==> config.mk <==
export PLATFORM = sky130hd
export DESIGN_NAME = conv1_window_xor
export DESIGN_NICKNAME = d
export VERILOG_FILES = /design/src/rtl/conv1_window_xor.sv
export SDC_FILE = /design/constraint.sdc
export NUM_CORES = 1
export LEC_CHECK = 0
export CELL_PAD_IN_SITES_DETAIL_PLACEMENT = 2
export CELL_PAD_IN_SITES_GLOBAL_PLACEMENT = 2
export CORE_ASPECT_RATIO = 0.75
export CORE_MARGIN = 2
export CORE_UTILIZATION = 48
export CTS_CLUSTER_SIZE = 10
export DETAILED_ROUTE_END_ITERATION = 16
export GPL_TIMING_DRIVEN = 0
export HOLD_SLACK_MARGIN = 0.15
export PLACE_DENSITY = 0.88
export SYNTH_ARGS = -nofsm -noshare
export SYNTH_HDL_FRONTEND = slang
export SYNTH_SLANG_ARGS = --single-unit
==> constraint.sdc <==
create_clock -name clk -period 42.3 [get_ports clk]
set_clock_uncertainty 0.2 [all_clocks]
set_input_delay 8.46 -clock clk [delete_from_list [all_inputs] [get_ports clk]]
set_output_delay 8.46 -clock clk [all_outputs]
set_load 0.03 [all_outputs]
==> src/rtl/conv1_window_xor.sv <==
// conv1_window_xor: raster pixel stream -> KxK sliding windows XORed with
// the replicated binary kernel bits, one window word per valid/ready transfer.
// Optional build macro CONV1_STALL_CNT_EN adds the 16-bit o_stall_cnt port.
module conv1_window_xor #(
   parameter int bW    = 8,
   parameter int IMG_W = 28,
   parameter int IMG_H = 28,
   parameter int K     = 5
) (
   input  logic                       clk,
   input  logic                       rst,
   input  logic                       i_pix_valid,
   output logic                       o_pix_ready,
   input  logic [bW-1:0]              i_pix,
   input  logic [K*K-1:0]             i_kernel_bits,
   output logic                       o_win_valid,
   input  logic                       i_win_ready,
   output logic [0:K*K*bW-1]          o_win_xor,
   output logic [$clog2(IMG_H)-1:0]   o_win_row,
   output logic [$clog2(IMG_W)-1:0]   o_win_col,
   output logic                       o_frame_done
`ifdef CONV1_STALL_CNT_EN
   ,
   output logic [15:0]                o_stall_cnt
`endif
);

   localparam int RW     = $clog2(IMG_H);
   localparam int CW     = $clog2(IMG_W);
   localparam int LANES  = K * K;
   // History of previously accepted pixels; the newest pixel itself is tap 0.
   localparam int SR_LEN = (K - 1) * IMG_W + (K - 1);

   typedef enum logic [1:0] {FILL, RUN, DONE} state_t;

   state_t              state_reg, state_next;
   logic [RW-1:0]       row_reg;
   logic [CW-1:0]       col_reg;
   logic [LANES-1:0]    kbits_reg;
   logic [bW-1:0]       sr_reg [SR_LEN];
   logic [bW-1:0]       tap [LANES];
   logic [0:LANES*bW-1] xor_next;
   logic                win_valid_reg;
   logic                frame_done_reg;

   logic accept, at_last_col, at_last_row, frame_start, win_complete, frame_end;

   assign o_pix_ready  = !(win_valid_reg && !i_win_ready) && (state_reg != DONE);
   assign accept       = i_pix_valid && o_pix_ready;
   assign at_last_col  = (col_reg == CW'(IMG_W - 1));
   assign at_last_row  = (row_reg == RW'(IMG_H - 1));
   assign frame_start  = accept && (row_reg == '0) && (col_reg == '0);
   assign win_complete = accept && (row_reg >= RW'(K - 1)) && (col_reg >= CW'(K - 1));
   // Last window has been handed over (or none is pending) while draining.
   assign frame_end    = (state_reg == DONE) && (!win_valid_reg || i_win_ready);

   assign o_win_valid  = win_valid_reg;
   assign o_frame_done = frame_done_reg;

   // Window lane (r,c) is the pixel (K-1-r) rows and (K-1-c) columns behind the newest one.
   generate
      for (genvar gi = 0; gi < LANES; gi++) begin : g_lane
         localparam int R = gi / K;
         localparam int C = gi % K;
         localparam int D = (K - 1 - R) * IMG_W + (K - 1 - C);
         if (D == 0) begin : g_new
            assign tap[gi] = i_pix;
         end else begin : g_hist
            assign tap[gi] = sr_reg[D-1];
         end
         assign xor_next[gi*bW +: bW] = tap[gi] ^ {bW{kbits_reg[gi]}};
      end
   endgenerate

   // Pixel history shift register; contents are don't-care until refilled.
   always_ff @(posedge clk) begin
      if (accept) begin
         sr_reg[0] <= i_pix;
         for (int i = SR_LEN - 1; i > 0; i--)
            sr_reg[i] <= sr_reg[i-1];
      end
   end

   // FSM state register.
   always_ff @(posedge clk) begin
      if (rst) state_reg <= FILL;
      else     state_reg <= state_next;
   end

   // FSM next-state: fill K-1 rows, run to the last pixel, drain the last window.
   always_comb begin
      state_next = state_reg;
      case (state_reg)
         FILL: if (accept && at_last_col && (row_reg == RW'(K - 2))) state_next = RUN;
         RUN:  if (accept && at_last_col && at_last_row) state_next = DONE;
         DONE: if (frame_end) state_next = FILL;
         default: state_next = FILL;
      endcase
   end

   // Raster row/column position of the next pixel to be accepted.
   always_ff @(posedge clk) begin
      if (rst || frame_end) begin
         row_reg <= '0;
         col_reg <= '0;
      end else if (accept) begin
         if (at_last_col) begin
            col_reg <= '0;
            row_reg <= at_last_row ? '0 : row_reg + 1'b1;
         end else begin
            col_reg <= col_reg + 1'b1;
         end
      end
   end

   // Kernel bits are frozen at the first pixel of each frame.
   always_ff @(posedge clk) begin
      if (rst)              kbits_reg <= '0;
      else if (frame_start) kbits_reg <= i_kernel_bits;
   end

   // Output window register: load on completion, hold while stalled, clear on handoff.
   always_ff @(posedge clk) begin
      if (rst) begin
         win_valid_reg <= 1'b0;
         o_win_xor     <= '0;
         o_win_row     <= '0;
         o_win_col     <= '0;
      end else if (win_complete) begin
         win_valid_reg <= 1'b1;
         o_win_xor     <= xor_next;
         o_win_row     <= row_reg - RW'(K - 1);
         o_win_col     <= col_reg - CW'(K - 1);
      end else if (i_win_ready) begin
         win_valid_reg <= 1'b0;
      end
   end

   // One-cycle end-of-frame pulse after the final window handshake.
   always_ff @(posedge clk) begin
      if (rst) frame_done_reg <= 1'b0;
      else     frame_done_reg <= frame_end;
   end

`ifdef CONV1_STALL_CNT_EN
   logic [15:0] stall_cnt_reg;
   assign o_stall_cnt = stall_cnt_reg;

   // Saturating count of cycles a window waits on downstream, per frame.
   always_ff @(posedge clk) begin
      if (rst || frame_start)
         stall_cnt_reg <= '0;
      else if (win_valid_reg && !i_win_ready && (stall_cnt_reg != 16'hFFFF))
         stall_cnt_reg <= stall_cnt_reg + 16'd1;
   end
`endif

endmodule

==> metrics.txt, run 1 <==
first drt pass iteration count 5; Final ANT Viol Nets 0; worst endpoint required time 33640 ps; reg2reg path depth 7; Worst Max-Slew Pin Slew 1200 ps; H-Tree Depth 4; iteration-0 DRC count of the detailed router 2620; Routability Congestion 0.834; HP Start sr_reg[4][53]; worst reg2reg endpoint sr_reg[3][22]; final-stage net count 2541; number of flip-flops under the largest register name 928; r2r setup slk 37460 ps; FFs w/ async S/R, synth 0; post-synthesis cell area 39900 sq um; IO Count 250; Worst EP arrival 10130 ps; top-count cell post-synth edfxtp_1; sequential cell area 32900 sq um; ratio of cells with drive above 1 in the final layout 0.150; Hold Path Class flop to flop; Startpoint Class input pin; final setup vio count 0; Reg-to-Reg Start state_reg[0]; Multi-input gate area 6290 sq um; Die W 337 um; Total Neg Setup Slack 0 ps; most common library cells after synthesis 928 x edfxtp_1, 249 x dfxtp_1, 236 x a21oi_1; initial core utilization 0.485; filler instances 6806; Hold Path End sr_reg[4][61]; cell accounting for the most synthesized area edfxtp_1; Most used DFF post-synth edfxtp_1; post-DR wirelength/cell 37.7 um; total CTS buffers 135; Net Count, Synth 2149; Post-synth EDFFs 928; hold_buf cts 0; FF+latch count, synth 1177; crit path max fanout 7; vias in the first global route 23481; VDD IR max 0.0000440 V; max-cap violation count 0; Total Routing Usage GR 0.332; share of the synthesized area in the top cell type 0.699; max-slew violations 0; Worst-Skew Late Latency 750 ps; RSZ-0062 raised after global routing false; core footprint 82200 sq um; DP HPWL 84.4 mm; gr ovfl total 0; fin crit period 18790 ps; synth unique cells 38; Die Y 254 um; synth top area cells edfxtp_1 70%, dfxtp_1 13%, a211oi_2 5.7%; I/O Buffers 248; TritonCTS clock tree built; largest net degree at the start of global routing 146; FP Rows 91; post-cts resize count 0; depth of the worst hold-timing path 0; utilization after layout 0.583; highest clock rate 53.2 MHz; PD cells 51.9 nW/um^2; area delta synth->final 20.2%; first-pass GRT wire length 195 mm; Setup crit end kind primary output; Hold Violations, Final 0; vias per std cell 5.94; Syn Inst Count 2098; Total Die Area 85400 sq um; CTS Root Cell clkbuf_16; Final period util 0.444; Leakage 13.8 nW; CTS Buffer Depth 3; Avg Inst Size Synth 19.0 sq um; clk slew on worst S/H paths 70 ps; Post-CTS Setup Repair Bufs 0; final WL 140 mm; status completed; Worst Setup Path Type input pin to primary output; # DRC 0; initial antenna violation count 14; CTS Sinks 1177; CP startpoint i_win_ready; normalized max-slew margin 0.202; vias 22073; register area share after synthesis 0.824; Ys Warns 0
-- cells by family (layout without fill, tap and decap cells) --
kind of cell,after synthesis,count (layout),share of synthesized area
DFF,1177,1177,0.824
xor gates and xnor gates,206,206,0.0453
and+or+nand+nor,79,79,0.0112
buffers and inverters,142,638,0.0181
AOI/OAI and AO/OA,480,480,0.0970
other,0,3,0
adders and majority gates,14,14,0.00439
-- area by class of cell --
type / instances / area share
Tap cell: 1116 / 0.0291
Clock inverter: 8 / 0.00217
Buffer: 131 / 0.0144
Antenna cell: 3 / 0.000157
Timing Repair Buffer: 255 / 0.0558
Sequential cell: 1177 / 0.686
Inverter: 11 / 0.000862
Clock buffer: 233 / 0.0804
Multi-Input combinational cell: 779 / 0.131
-- worst max path at each step --
stage / slack (ps) / cells after the start / to
finish: 23510 / 4 / o_pix_ready
global placement: 15820 / 7 / kbits_reg[16]
global route: 23450 / 4 / o_pix_ready
floorplan: 21420 / 4 / sr_reg[0][0]
CTS: 23530 / 4 / o_pix_ready
detailed placement: 23570 / 4 / o_pix_ready
-- where the power goes --
group / switching [mW] / total [mW] / leakage (nW) / internal, mW
clock: 0.501 / 1.12 / 1.88 / 0.619
sequential: 0.0172 / 1.29 / 9.49 / 1.27
combinational: 0.0602 / 0.0798 / 2.42 / 0.0196
total: 0.578 / 2.49 / 13.8 / 1.91
-- metal layers --
layer | wire length (um) | share of wire | track usage
met3 | 9990 | 0.071 | 0.0673
met5 | 51 | 0.00036 | 0
met2 | 70700 | 0.50 | 0.567
met1 | 55100 | 0.39 | 0.426
met4 | 4300 | 0.031 | 0.109
-- critical path: stages --
cell and delay, ps:
clkdlybuf4s50_1 430, nor2b_2 410, nor2_1 180, clkdlybuf4s50_1 650
-- through the flow --
step | setup WS [ps] | std cells | power (mW) | area [sq um] | hold slack [ps]
3_3_place_gp | 15820 | 3462 | 1.39 | 43700 | 200
4_1_cts | 23530 | 3710 | 2.50 | 47900 | 209
3_5_place_dp | 23570 | 3469 | 1.39 | 43900 | 205
6_report | 23510 | 3713 | 2.49 | 47900 | 211
5_1_grt | 23450 | 3710 | 2.54 | 47900 | 223
2_1_floorplan | 21420 | 2098 | 1.37 | 39900 | 200
-- cells in the final DEF, fill, tap and decap left out, types with 6 or more instances in the layout --
cell             count
buf_6               21
nor2_1               6
inv_1               10
a21oi_1            236
a211oi_1            22
edfxtp_1           928
buf_1               26
a211oi_2           183
clkdlybuf4s50_1    248
nand3_1             29
clkbuf_1           153
xnor2_1            206
buf_2               21
nand4_1              9
clkbuf_16          140
o21ai_0             29
ha_1                14
nand2_1             11
dfxtp_1            249
buf_16               7
Power figures use the tool's default switching activity.
==> run 2, diff against run 1 <==
Settings changed: CORE_UTILIZATION 48 to 41, PLACE_DENSITY 0.88 to 0.8.
Clock period 42.3 ns to 16.7 ns, I/O delays scaled along.
==> metrics.txt, run 2 (synthesis gave the netlist of run 1 again) <==
Setup crit end kind primary output (unchanged); grt peak-use layer met2 (unchanged); PD cells 129 nW/um^2 (was 51.9 nW/um^2); max-cap violation count 0 (unchanged); filler instances 8662 (was 6806); total CTS buffers 136 (was 135); area delta synth->final 21.0% (was 20.2%); CP startpoint i_win_ready (unchanged); r2r setup slk 11010 ps (was 37460 ps); DP HPWL 78.1 mm (was 84.4 mm); first drt pass iteration count 5 (unchanged); I/O Buffers 248 (unchanged); # DRC 0 (unchanged); Final ANT Viol Nets 0 (unchanged); crit path max fanout 7 (unchanged); Die Y 274 um (was 254 um); Total Die Area 99800 sq um (was 85400 sq um); CTS Root Cell clkbuf_16 (unchanged); most frequent cells in the layout 928 x edfxtp_1, 249 x dfxtp_1, 248 x clkdlybuf4s50_1, 236 x a21oi_1, 206 x xnor2_1 (unchanged); final-stage net count 2543 (was 2541); CTS Buffer Depth 3 (unchanged); Hold Path Class flop to flop (unchanged); vias per std cell 5.32 (was 5.94); IO Count 250 (unchanged); Startpoint Class input pin (unchanged); ratio of cells with drive above 1 in the final layout 0.151 (was 0.150); initial core utilization 0.412 (was 0.485); initial antenna violation count 10 (was 14); Total Power 6.23 mW (was 2.49 mW); CTS Sinks 1177 (unchanged); clk slew on worst S/H paths 50 ps (was 70 ps); worst endpoint required time 13160 ps (was 33640 ps); post-cts resize count 0 (unchanged); final WL 121 mm (was 140 mm); most frequent CP cell clkdlybuf4s50_1 (unchanged); Reg-to-Reg Start state_reg[0] (unchanged); number of flip-flops under the largest register name 928 (unchanged); Critical Path Max Stage Delay 630 ps (was 650 ps); post-DR wirelength/cell 31.0 um (was 37.7 um); worst reg2reg endpoint sr_reg[3][30] (was sr_reg[3][22]); FP Rows 99 (was 91); vias in the first global route 22869 (was 23481); Final Non-Filler Cells 3913 (was 3713); Die W 364 um (was 337 um); M2 GR Usage 0.425 (was 0.567); number of cells after detailed placement 3667 (was 3469); normalized max-slew margin 0.0647 (was 0.202); slowest CP cell clkdlybuf4s50_1 (unchanged); Hold Violations, Final 0 (unchanged); vias 20831 (was 22073); Worst EP arrival 4880 ps (was 10130 ps); highest clock rate 119 MHz; gr ovfl total 0 (unchanged); Worst Max-Slew Pin Slew 1400 ps (was 1200 ps); largest net degree at the start of global routing 142 (was 146); Worst-Skew Late Latency 740 ps (was 750 ps); Post-CTS Setup Repair Bufs 0 (unchanged); commonest non-fill, non-tap cell in the layout edfxtp_1 (unchanged); depth of the worst hold-timing path 0 (unchanged); Final period util 0.504; fin crit period 8420 ps; Total Routing Usage GR 0.245 (was 0.332); worst setup path end o_pix_ready (unchanged); max-slew violations 0 (unchanged); RSZ-0062 raised after global routing false (unchanged); VDD IR max 0.0000806 V (was 0.0000440 V); GR met1 Demand/Resource 0.295 (was 0.426); first-pass GRT wire length 173 mm (was 195 mm); H-Tree Depth 4 (unchanged); reg2reg path depth 9 (was 7); final setup vio count 0 (unchanged); met3 GRT Util 0.0621 (was 0.0673); hold_buf cts 0 (unchanged); core footprint 96900 sq um (was 82200 sq um); status completed (unchanged); iteration-0 DRC count of the detailed router 2017 (was 2620); Worst Setup Path Type input pin to primary output (unchanged); cell chain of the critical path clkdlybuf4s50_1 > nor2b_2 > nor2_1 > clkdlybuf4s50_1 (unchanged); Routability Congestion 0.829 (was 0.834); TritonCTS clock tree built (unchanged); Leakage 13.8 nW (about the same)
==> run 2: cell types whose count changed in the layout (fill, tap and decap cells not counted) <==
cell       delta
inv_6         -2
clkbuf_1      +1
clkbuf_16     +1
clkinv_4      +1
clkinv_8      +1
clkbuf_2      -1
clkbuf_8      +1
buf_16        +1
==> run 2: per-stage QoR <==
stage / setup slack (ps) / hold WS, ps / util / setup TNS [ps] / instance area, sq um
after global placement: -3790 / 200 / 0.454 / -3369110 / 44000
after CTS: 8280 / 199 / 0.498 / 0 / 48200
after global routing: 8150 / 213 / 0.498 / 0 / 48200
after floorplan: 935 / 200 / - / 0 / 39900
after detailed placement: 7640 / 205 / 0.457 / 0 / 44200
final: 8280 / 196 / 0.498 / 0 / 48200
==> run 2: worst max-delay path: cells and delay by family <==
kind          cells  cell delay [ps]
buf+inv           2             1060
simple gates      2              480
==> run 2: worst min-delay path by stage <==
| stage | startpoint | slack (ps) | endpoint |
|---|---|---|---|
| final | sr_reg[13][12] | 200 | sr_reg[13][20] |
| after global routing | sr_reg[11][43] | 210 | sr_reg[11][51] |
| after CTS | sr_reg[11][43] | 200 | sr_reg[11][51] |
| after detailed placement | sr_reg[11][19] | 210 | sr_reg[11][27] |
| after global placement | sr_reg[12][51] | 200 | sr_reg[12][59] |
| after floorplan | sr_reg[0][32] | 200 | sr_reg[0][40] |
==> run 2: report_power, final <==
part           internal (mW)  total (mW)  switching [mW]
logic                 0.0502       0.193           0.143
clock network           1.58        2.78            1.20
registers               3.22        3.26          0.0356
total                   4.85        6.23            1.38
==> run 2: final cells by class <==
| class | count | area [sq um] | area share |
|---|---|---|---|
| antenna | 3 | 7.51 | 0.000156 |
| buffer | 131 | 691 | 0.0143 |
| clock buffer | 235 | 3890 | 0.0807 |
| clock inverter | 8 | 111 | 0.00231 |
| inverter | 11 | 41.3 | 0.000856 |
| multi-input combinational | 779 | 6290 | 0.130 |
| sequential | 1177 | 32900 | 0.681 |
| tap | 1313 | 1640 | 0.0341 |
| timing repair buffer | 256 | 2700 | 0.0560 |
==> run 2: routing by layer <==
metal,vias up,wire length [um]
met2,703,62000
li1,8824,-
met4,6,4160
met1,11072,47800
met3,226,7490
met5,-,39
==> run 3, diff against run 2 <==
Settings changed: CORE_UTILIZATION 41 to 45, PLACE_DENSITY 0.8 to 0.84.
Clock period 16.7 ns to 8.2 ns, I/O delays scaled along.
==> metrics.txt, run 3 (synthesis gave the netlist of run 1 again) <==
core footprint 87700 sq um (was 96900 sq um); IO Count 250 (unchanged); # DRC 0 (unchanged); normalized max-slew margin 0.106 (was 0.0647); Leakage 13.8 nW (about the same); Worst Setup Path Type input pin to flop (was input pin to primary output); FP Rows 94 (was 99); commonest non-fill, non-tap cell in the layout edfxtp_1 (unchanged); crit path max fanout 145 (was 7); area delta synth->final 20.2% (was 21.0%); PD cells 266 nW/um^2 (was 129 nW/um^2); vias in the first global route 23360 (was 22869); Comb pwr share 0.032 (was 0.031); CTS Buffer Depth 3 (unchanged); Hold Path Class flop to flop (unchanged); VDD IR max 0.000195 V (was 0.0000806 V); most frequent CP cell buf_16 (was clkdlybuf4s50_1); Routability Congestion 0.828 (was 0.829); NetSw 2.92 mW (was 1.38 mW); Worst EP arrival 6810 ps (was 4880 ps); hold_buf cts 0 (unchanged); most frequent cells in the layout 928 x edfxtp_1, 249 x dfxtp_1, 248 x clkdlybuf4s50_1, 236 x a21oi_1, 206 x xnor2_1 (unchanged); CTS Sinks 1177 (unchanged); Worst-Skew Late Latency 740 ps (about the same); Final ANT Viol Nets 0 (unchanged); final setup vio count 0 (unchanged); Hold Violations, Final 0 (unchanged); largest net degree at the start of global routing 146 (was 142); I/O Buffers 248 (unchanged); Setup crit end kind flop (was primary output); iteration-0 DRC count of the detailed router 2464 (was 2017); total CTS buffers 136 (unchanged); status completed (unchanged); sequential share of power 0.522 (was 0.523); Internal 9.82 mW (was 4.85 mW); initial core utilization 0.454 (was 0.412); Total Die Area 91000 sq um (was 99800 sq um); Final period util 0.777; first-pass GRT wire length 188 mm (was 173 mm); Total Routing Usage GR 0.295 (was 0.245); final WL 134 mm (was 121 mm); Worst Max-Slew Pin Slew 1340 ps (was 1400 ps); vias 21691 (was 20831); gr ovfl total 0 (unchanged); Final Cell Area 47900 sq um (was 48200 sq um); fin crit period 6370 ps; TritonCTS clock tree built (unchanged); clk slew on worst S/H paths 60 ps (was 50 ps); Startpoint Class input pin (unchanged); highest clock rate 157 MHz; final-stage net count 2542 (was 2543); Total Neg Setup Slack 0 ps (unchanged); ratio of cells with drive above 1 in the final layout 0.150 (was 0.151); CTS Root Cell clkbuf_16 (unchanged); Die W 348 um (was 364 um); Area after DPL 44000 sq um (was 44200 sq um); Post-CTS Setup Repair Bufs 0 (unchanged); first drt pass iteration count 5 (unchanged); initial antenna violation count 9 (was 10); post-DR wirelength/cell 35.8 um (was 31.0 um); final hold slack 203 ps (was 196 ps); Sw Share 0.229 (was 0.221); H-Tree Depth 4 (unchanged); number of flip-flops under the largest register name 928 (unchanged); max-slew violations 0 (unchanged); slowest CP cell buf_16 (was clkdlybuf4s50_1); Total Power 12.7 mW (was 6.23 mW); cell chain of the critical path clkdlybuf4s50_1 > nand2b_1 > nand3_1 > inv_2 > buf_8 > buf_16 > buf_16 > buf_16 > buf_16 > nand3_1 > a21oi_1 (was clkdlybuf4s50_1 > nor2b_2 > nor2_1 > clkdlybuf4s50_1); worst endpoint required time 8640 ps (was 13160 ps); part of the power in the clock network 0.447 (was 0.446); RSZ-0062 raised after global routing false (unchanged); vias per std cell 5.78 (was 5.32); Die Y 262 um (was 274 um); max-cap violation count 0 (unchanged); DP HPWL 83.1 mm (was 78.1 mm); post-cts resize count 0 (unchanged); Critical Path Max Stage Delay 570 ps (was 630 ps)
-- run 3: cell types whose count changed in the layout (fill, tap and decap cells not counted), sizes merged --
| cell | previous run | this run |
|---|---|---|
| clkbuf | 296 | 291 |
| diode | 3 | 5 |
| inv | 14 | 21 |
| clkinv | 5 | 2 |
| buf | 78 | 77 |
-- run 3: path summary, 6_finish.rpt --
path / to / slack [ps] / cells past startpoint / start
setup / recovery: kbits_reg[21] / 1830 / 11 / i_win_ready
hold / removal: sr_reg[8][47] / 200 / 0 / sr_reg[8][39]
hold reg to reg: sr_reg[8][47] / 200 / 0 / sr_reg[8][39]
setup reg to reg: kbits_reg[21] / 2840 / 10 / state_reg[0]
-- run 3: final cells by class --
cell class	instances	area, sq um
buffer	131	691
fill	7415	39800
inverter	11	41.3
multi-input combinational	779	6290
tap	1152	1440
sequential	1177	32900
timing repair buffer	255	2680
antenna	5	12.5
clock buffer	230	3800
clock inverter	12	119
-- run 3: per-layer routing --
metal	vias up	share of wire	GRT usage
met5	-	0.00028	0
met2	939	0.51	0.514
li1	8806	-	-
met4	6	0.025	0.0869
met3	223	0.060	0.0550
met1	11717	0.41	0.380
-- run 3: power by group through the flow --
stage          combinational [mW]  clock, mW  sequential (mW)
4_1_cts                     0.404       5.77             6.64
3_5_place_dp                0.388          0             6.76
6_report                    0.406       5.69             6.64
3_3_place_gp                0.335          0             6.77
2_1_floorplan               0.237          0             6.74
5_1_grt                     0.427       5.97             6.64
-- run 3: worst max-delay path: cells and delay by family --
family | cells | cell delay (ps)
compound gates | 1 | 250
buf+inv | 7 | 3470
simple gates | 3 | 1060
-- run 3: through the flow --
stage          instances  utilization  setup slack (ps)
2_1_floorplan       2098            -               876
3_3_place_gp        3498        0.499             -1770
3_5_place_dp        3505        0.501              1250
4_1_cts             3747        0.546              1860
5_1_grt             3747        0.546              1590
6_report            3752        0.546              1830
